[config.mk]
export PLATFORM = sky130hd
export DESIGN_NAME = vga_line_fetch_buffer
export DESIGN_NICKNAME = d
export VERILOG_FILES = /design/src/rtl/vga_pkg.sv /design/src/rtl/vga_bank_mem.sv /design/src/rtl/vga_line_fetch_buffer.sv
export SDC_FILE = /design/constraint.sdc
export NUM_CORES = 2
export LEC_CHECK = 0
export ABC_CLOCK_PERIOD_IN_PS = 5660
export BUFFER_PORTS_ARGS = -buffer_cell sky130_fd_sc_hd__buf_2
export CAP_MARGIN = 0
export CELL_PAD_IN_SITES_DETAIL_PLACEMENT = 0
export CELL_PAD_IN_SITES_GLOBAL_PLACEMENT = 1
export CORE_UTILIZATION = 45
export DETAILED_ROUTE_END_ITERATION = 6
export GPL_ROUTABILITY_DRIVEN = 0
export GPL_TIMING_DRIVEN = 0
export PLACE_DENSITY = 0.7
export SETUP_SLACK_MARGIN = 0.1
export SLEW_MARGIN = 40
export SYNTH_ARGS = -nofsm -noshare
export SYNTH_HDL_FRONTEND = slang
export SYNTH_SLANG_ARGS = --single-unit
[constraint.sdc]
create_clock -name clk_a -period 5.66 [get_ports clk_a]
set_clock_uncertainty 0.05 [all_clocks]
set_input_delay 1.132 -clock clk_a [delete_from_list [all_inputs] [get_ports clk_a]]
set_output_delay 1.132 -clock clk_a [all_outputs]
set_load 0.005 [all_outputs]
[src/rtl/vga_pkg.sv]
// Shared definitions for the VGA line fetch buffer: fetch FSM states, AXI
// encodings and the self-test palette.
package vga_pkg;

  typedef enum logic [1:0] {
    ST_IDLE = 2'd0,
    ST_ADDR = 2'd1,
    ST_DATA = 2'd2,
    ST_WAIT = 2'd3
  } fetch_state_e;

  localparam logic [1:0] AXI_BURST_INCR = 2'b01;
  localparam logic [1:0] AXI_RESP_OKAY  = 2'b00;

  function automatic logic [11:0] palette(input logic [2:0] idx);
    logic [11:0] rgb;
    case (idx)
      3'd0:    rgb = 12'h000;
      3'd1:    rgb = 12'hFFF;
      3'd2:    rgb = 12'hF00;
      3'd3:    rgb = 12'h0F0;
      3'd4:    rgb = 12'h00F;
      3'd5:    rgb = 12'hFF0;
      3'd6:    rgb = 12'h0FF;
      default: rgb = 12'hF0F;
    endcase
    return rgb;
  endfunction

endpackage

[src/rtl/vga_bank_mem.sv]
// Bank ring storage: one synchronous write port, one asynchronous read port.
module vga_bank_mem #(
  parameter int DEPTH      = 64,
  parameter int DATA_WIDTH = 64,
  parameter int AW         = $clog2(DEPTH)
) (
  input  logic                  clk_a,
  input  logic                  i_we,
  input  logic [AW-1:0]         i_waddr,
  input  logic [DATA_WIDTH-1:0] i_wdata,
  input  logic [AW-1:0]         i_raddr,
  output logic [DATA_WIDTH-1:0] o_rdata
);

  logic [DATA_WIDTH-1:0] r_mem [DEPTH];

  always_ff @(posedge clk_a) begin
    if (i_we) r_mem[i_waddr] <= i_wdata;
  end

  assign o_rdata = r_mem[i_raddr];

endmodule

[src/rtl/vga_line_fetch_buffer.sv]
// AXI burst fetcher filling a ring of line banks that are drained one pixel per request.
// Optional self-test palette output is built when VGA_SELF_TEST_EN is defined.
module vga_line_fetch_buffer
  import vga_pkg::*;
#(
  parameter int ADDR_WIDTH = 64,
  parameter int DATA_WIDTH = 64,
  parameter int BURST_LEN  = 32,
  parameter int NUM_BANKS  = 2
) (
  input  logic                  clk_a,
  input  logic                  resetn_a,
  input  logic                  enable_i,
  input  logic [ADDR_WIDTH-1:0] base_addr_i,
  input  logic [ADDR_WIDTH-1:0] top_addr_i,
  input  logic                  pix_req_i,
  output logic [11:0]           pix_o,
  output logic                  pix_valid_o,
  output logic                  underflow_o,
  output logic                  rerr_o,
`ifdef VGA_SELF_TEST_EN
  input  logic                  self_test_i,
  input  logic [2:0]            test_pattern_i,
`endif
  output logic [ADDR_WIDTH-1:0] araddr_o,
  output logic [7:0]            arlen_o,
  output logic [2:0]            arsize_o,
  output logic [1:0]            arburst_o,
  output logic                  arvalid_o,
  input  logic                  arready_i,
  input  logic                  rvalid_i,
  output logic                  rready_o,
  input  logic [DATA_WIDTH-1:0] rdata_i,
  input  logic [1:0]            rresp_i,
  output fetch_state_e          state_o
);

  localparam int SLOTS = DATA_WIDTH / 16;
  localparam int DEPTH = NUM_BANKS * BURST_LEN;
  localparam int MAW   = $clog2(DEPTH);
  localparam int BW    = (BURST_LEN > 1) ? $clog2(BURST_LEN) : 1;
  localparam int SW    = $clog2(SLOTS);
  localparam int PW    = $clog2(NUM_BANKS);
  localparam logic [ADDR_WIDTH-1:0] BURST_BYTES = ADDR_WIDTH'(BURST_LEN * DATA_WIDTH / 8);
  localparam logic [BW-1:0] LAST_BEAT = BW'(BURST_LEN - 1);
  localparam logic [SW-1:0] LAST_SLOT = SW'(SLOTS - 1);

  fetch_state_e r_state, w_state_next;
  logic                  r_en_q;
  logic [ADDR_WIDTH-1:0] r_base, r_top, r_addr;
  logic [ADDR_WIDTH-1:0] w_addr_inc, w_addr_wrap;
  logic [NUM_BANKS-1:0]  r_full, w_full_next;
  logic [PW-1:0]         r_wr_ptr, r_rd_ptr, w_wr_ptr_next;
  logic [BW-1:0]         r_wr_beat, r_rd_beat;
  logic [SW-1:0]         r_rd_slot;
  logic [11:0]           r_pix;
  logic                  r_pix_valid, r_underflow, r_rerr;
  logic                  w_beat_fire, w_last_beat, w_rd_avail, w_pix_fire, w_last_slot;
  logic                  w_go_idle, w_self_test;
  logic [MAW-1:0]        w_waddr, w_raddr;
  logic [DATA_WIDTH-1:0] w_rd_word;
  logic [11:0]           w_slot_pix;

  function automatic logic [PW-1:0] ptr_inc(input logic [PW-1:0] p);
    return (p == PW'(NUM_BANKS - 1)) ? '0 : p + 1'b1;
  endfunction

`ifdef VGA_SELF_TEST_EN
  assign w_self_test = self_test_i;
`else
  assign w_self_test = 1'b0;
`endif

  assign w_beat_fire = (r_state == ST_DATA) && rvalid_i;
  assign w_last_beat = w_beat_fire && (r_wr_beat == LAST_BEAT);
  assign w_rd_avail  = r_full[r_rd_ptr];
  assign w_pix_fire  = pix_req_i && !w_self_test && w_rd_avail;
  assign w_last_slot = w_pix_fire && (r_rd_beat == LAST_BEAT) && (r_rd_slot == LAST_SLOT);
  assign w_addr_inc  = r_addr + BURST_BYTES;
  assign w_addr_wrap = (w_addr_inc >= r_top) ? r_base : w_addr_inc;
  assign w_waddr     = MAW'(int'(r_wr_ptr) * BURST_LEN + int'(r_wr_beat));
  assign w_raddr     = MAW'(int'(r_rd_ptr) * BURST_LEN + int'(r_rd_beat));
  assign w_slot_pix  = w_rd_word[{r_rd_slot, 4'b0000} +: 12];

  // Fill and drain touch different banks, so both flag updates apply together.
  always_comb begin
    w_full_next   = r_full;
    w_wr_ptr_next = r_wr_ptr;
    if (w_last_beat) begin
      w_full_next[r_wr_ptr] = 1'b1;
      w_wr_ptr_next         = ptr_inc(r_wr_ptr);
    end
    if (w_last_slot) w_full_next[r_rd_ptr] = 1'b0;
  end

  always_comb begin
    w_state_next = r_state;
    case (r_state)
      ST_IDLE: if (enable_i) w_state_next = ST_ADDR;
      ST_ADDR: begin
        if (arready_i)     w_state_next = ST_DATA;
        else if (!enable_i) w_state_next = ST_IDLE;
      end
      ST_DATA: begin
        if (w_last_beat) begin
          if (!enable_i)                         w_state_next = ST_IDLE;
          else if (!w_full_next[w_wr_ptr_next]) w_state_next = ST_ADDR;
          else                                   w_state_next = ST_WAIT;
        end
      end
      ST_WAIT: begin
        if (!enable_i)               w_state_next = ST_IDLE;
        else if (!r_full[r_wr_ptr]) w_state_next = ST_ADDR;
      end
      default: w_state_next = ST_IDLE;
    endcase
  end

  assign w_go_idle = (r_state != ST_IDLE) && (w_state_next == ST_IDLE);

  always_ff @(posedge clk_a or negedge resetn_a) begin
    if (!resetn_a) begin
      r_state     <= ST_IDLE;
      r_en_q      <= 1'b0;
      r_base      <= '0;
      r_top       <= '0;
      r_addr      <= '0;
      r_full      <= '0;
      r_wr_ptr    <= '0;
      r_rd_ptr    <= '0;
      r_wr_beat   <= '0;
      r_rd_beat   <= '0;
      r_rd_slot   <= '0;
      r_pix       <= '0;
      r_pix_valid <= 1'b0;
      r_underflow <= 1'b0;
      r_rerr      <= 1'b0;
    end else begin
      r_state <= w_state_next;
      r_en_q  <= enable_i;

      if (r_state == ST_IDLE && enable_i) begin
        r_base <= base_addr_i;
        r_top  <= top_addr_i;
        r_addr <= base_addr_i;
      end else if (w_go_idle) begin
        r_addr <= r_base;
      end else if (r_state == ST_ADDR && arready_i) begin
        r_addr <= w_addr_wrap;
      end

      if (w_go_idle) begin
        r_full    <= '0;
        r_wr_ptr  <= '0;
        r_rd_ptr  <= '0;
        r_wr_beat <= '0;
        r_rd_beat <= '0;
        r_rd_slot <= '0;
      end else begin
        r_full   <= w_full_next;
        r_wr_ptr <= w_wr_ptr_next;
        if (w_beat_fire) r_wr_beat <= (r_wr_beat == LAST_BEAT) ? '0 : r_wr_beat + 1'b1;
        if (w_pix_fire) begin
          if (r_rd_slot == LAST_SLOT) begin
            r_rd_slot <= '0;
            r_rd_beat <= (r_rd_beat == LAST_BEAT) ? '0 : r_rd_beat + 1'b1;
          end else begin
            r_rd_slot <= r_rd_slot + 1'b1;
          end
          if (w_last_slot) r_rd_ptr <= ptr_inc(r_rd_ptr);
        end
      end

      r_pix_valid <= 1'b0;
`ifdef VGA_SELF_TEST_EN
      if (w_self_test && pix_req_i) begin
        r_pix       <= palette(test_pattern_i);
        r_pix_valid <= 1'b1;
      end else
`endif
      if (w_pix_fire) begin
        r_pix       <= w_slot_pix;
        r_pix_valid <= 1'b1;
      end

      // Sticky flags: a new enable clears them, an event on the same edge wins.
      if (enable_i && !r_en_q) begin
        r_underflow <= 1'b0;
        r_rerr      <= 1'b0;
      end
      if (pix_req_i && !w_self_test && !w_rd_avail) r_underflow <= 1'b1;
      if (w_beat_fire && rresp_i != AXI_RESP_OKAY)  r_rerr      <= 1'b1;
    end
  end

  vga_bank_mem #(
    .DEPTH      (DEPTH),
    .DATA_WIDTH (DATA_WIDTH)
  ) u_bank_mem (
    .clk_a   (clk_a),
    .i_we    (w_beat_fire),
    .i_waddr (w_waddr),
    .i_wdata (rdata_i),
    .i_raddr (w_raddr),
    .o_rdata (w_rd_word)
  );

  assign pix_o       = r_pix;
  assign pix_valid_o = r_pix_valid;
  assign underflow_o = r_underflow;
  assign rerr_o      = r_rerr;
  assign araddr_o    = r_addr;
  assign arlen_o     = 8'(BURST_LEN - 1);
  assign arsize_o    = 3'($clog2(DATA_WIDTH / 8));
  assign arburst_o   = AXI_BURST_INCR;
  assign arvalid_o   = (r_state == ST_ADDR);
  assign rready_o    = (r_state == ST_DATA);
  assign state_o     = r_state;

endmodule

==> flow_summary.yaml <==
status:
  failed_checks: "negative setup slack"
  status: "finished, violations left"
sta:
  max_freq_mhz: 174
  drv_slew: 0
  min_period_ns: 5.74
  finalSetupViolations: 2
  tightest_slew_ns: 1.06
  fin_crit_sh: 1.01
  max_slew_margin: 0.286
  grt_setup_unrepaired: "false"
  setup_ws_ns: -0.0790
  finalHoldViolCount: 0
routing:
  wl_per_cell_um: 45.1
  wirelength_um: 543000
  dr.pass1.iters: 7
  drc: 0
  antenna_left: 0
  initialDrtViolationCount: 16100
  vias: 83400
  viasPerCell: 6.92
final_layout:
  multi_input_area_mm2: 0.0307
  layout-drive-gt1-share: 0.262
  register_area_mm2: 0.0979
  fin_nets: 8225
  fillers: 22000
  layout_common_cells: "edfxtp_1 (3072), mux2i_1 (631), mux4_2 (520)"
  area_growth_pct: 20.6
  final_util: 0.546
  mostFrequentLayoutCell: "edfxtp_1"
cts:
  tritoncts: "yes"
  numCtsBuffers: 341
  htree_levels: 5
  cts_buffer_depth: 4
  clkSlewWorstSetupHoldPaths_ns: 0.06
  ctsRootBufferMaster: "clkbuf_16"
  worstSkewPairLatency_ns: 0.93
  cts.sinks: 3298
global_route:
  grt_pass1_vias: 77600
  use_met3: 0.134
  grt_pass1_wl_um: 705000
  grt_overflow: 0
  globalRouteTotalUtil: 0.366
  antenna_found_initial: 46
  use_met1: 0.457
  grt.busiest_layer: "met2"
  met2_usage: 0.528
  grt_max_degree: 71
floorplan:
  die_x_um: 540
  die_area_mm2: 0.292
  initial_core_util: 0.453
  pin_count: 296
  die-height_um: 540
  num_rows: 197
  core-area_mm2: 0.288
synth:
  synth-warning-count: 0
  synth.mux.area_fraction: 0.139
  synth-compound-area-share: 0.0511
  ys_seq_area_frac: 0.751
  synth-main-ff-cell: "edfxtp_1"
  synthSimpleGateAreaFrac: 0.0290
  ys_async_sr_fraction: 0.0685
  yosys.cell_types.count: 84
  synthCells: 6901
  synth_top_family_by_area: "multiplexers"
  synthXorXnorAreaFrac: 0.00383
  syn_avg_cell_area_um2: 18.9
  synth-seq-cells: 3298
  synth_area_mm2: 0.130
  synth_edf_count: 3072
  synthAdderAreaFrac: 0.00672
power:
  p_leak_uw: 0.0507
  peakVddDrop_uv: 353
  total_power_uw: 55800
  power_density_mw_per_mm2: 355
flow_run:
  cap_violations: 0
worst_setup_path:
  worstSetupStartpointType: "flip-flop"
  crit_slowest_cell: "a2111oi_0"
  slowest_delay_ns: 0.82
  crit_buf_inv: 4
  path_cells: "buf_4, buf_6, buf_4, buf_2, mux2i_1, o221ai_1, o221ai_1, a21oi_1, a211oi_2, nor4_1, a2111oi_0, nand3_1"
  worstPathRequired_ns: 6.32
  critPathCaptureType: "flip-flop"
  setup.worst_path.class: "flip-flop to flip-flop"
  crit_fanout: 10
  crit_family: "compound AO/OA/AOI/OAI gates"
  worstPathArrival_ns: 6.40
placement:
  io_buffers: 266
  dp_hpwl_um: 385000
  dp_slack_ns: -0.116
hold_path:
  hold_path.class: "input port to async pin"
-- final cells by class --
class,count,area share
Inverter,77,0.00184
Clock buffer,427,0.0576
Multi-Input combinational cell,3123,0.195
Timing Repair Buffer,700,0.0666
Buffer,414,0.0148
Clock inverter,177,0.0102
Sequential cell,3298,0.623
Antenna cell,44,0.000700
Tap cell,3781,0.0301
-- per-layer routing --
metal	wire length (um)	part of all wire
met4	48400	0.089
met5	373	0.00069
met1	180000	0.33
met3	85000	0.16
met2	230000	0.42
-- logic make-up after synthesis --
group | Yosys count
compound gates | 978
xor+xnor | 57
other cells | 2
fa+ha+maj | 70
buf+inv | 491
flops | 3298
mux | 1164
simple gates | 841
-- final timing paths --
check / startpoint / end / slack (ns) / cells after the start
max in group asynchronous: resetn_a / araddr_o[5]$_DFFE_PN0P_ / 4.62 / 2
setup reg to reg: r_rd_beat[0]$_DFFE_PN0P_ / pix_o[11]$_DFFE_PN0P_ / -0.08 / 12
min in group clk_a: enable_i / r_en_q$_DFF_PN0_ / 0.41 / 1
hold / removal: resetn_a / pix_valid_o$_DFF_PN0_ / 0.14 / 1
hold reg to reg: r_base[33]$_DFFE_PN0P_ / r_base[33]$_DFFE_PN0P_ / 0.42 / 2
setup / recovery: r_rd_beat[0]$_DFFE_PN0P_ / pix_o[11]$_DFFE_PN0P_ / -0.08 / 12
-- Yosys cell counts, types with 28 or more instances --
cell type | number | area share
edfxtp_1 | 3072 | 0.71
mux2i_1 | 632 | 0.049
mux4_2 | 520 | 0.090
nand2_1 | 373 | 0.011
o221ai_1 | 248 | 0.017
dfrtp_1 | 226 | 0.043
a21oi_1 | 191 | 0.0073
clkbuf_1 | 187 | 0.0054
nor2_1 | 183 | 0.0053
o22ai_1 | 137 | 0.0066
o21ai_0 | 116 | 0.0045
buf_4 | 102 | 0.0059
nor3_1 | 90 | 0.0035
inv_1 | 74 | 0.0021
ha_1 | 70 | 0.0067
o21ai_1 | 66 | 0.0025
buf_2 | 63 | 0.0024
nand3_1 | 61 | 0.0023
a22oi_1 | 53 | 0.0031
buf_1 | 51 | 0.0015
xnor2_1 | 39 | 0.0026
a211oi_1 | 30 | 0.0017
nand4_1 | 28 | 0.0013
-- per-stage QoR --
step / instance area [um2] / hold slack (ns) / TNS, ns / std cells
after detailed placement: 146000 / 0.413 / -3.19 / 11400
after floorplan: 130000 / 0.395 / 0 / 6912
final: 157000 / 0.145 / -0.111 / 12000
after global placement: 136000 / 0.409 / - / 11000
after global routing: 157000 / 0.179 / 0 / 12000
after CTS: 157000 / 0.146 / 0 / 12000
-- flip-flops by register name, summed over array words and instances, names as in the netlist --
name,flops
r_full,2
pix_valid_o,1
underflow_o,1
r_rd_beat,5
u_bank_mem.r_mem,3072
r_wr_beat,5
r_base,64
r_rd_ptr,1
state_o,2
araddr_o,64
r_en_q,1
r_wr_ptr,1
rerr_o,1
r_top,64
pix_o,12
r_rd_slot,2
-- power by group --
part / internal [uW] / switching (uW) / leakage, uW / total (uW)
combinational: 2040 / 3520 / 0.0151 / 5560
sequential: 27500 / 612 / 0.0304 / 28100
clock: 12500 / 9610 / 0.00522 / 22100
-- timing repair --
action	CTS	global route
endpoints found under the setup margin	43	46
setup buffers	3	4
cloned	0	0
pin swaps	1	3
gates resized for setup	7	2
hold buffers	0	0
No activity file was read; power rests on OpenSTA's default activity.
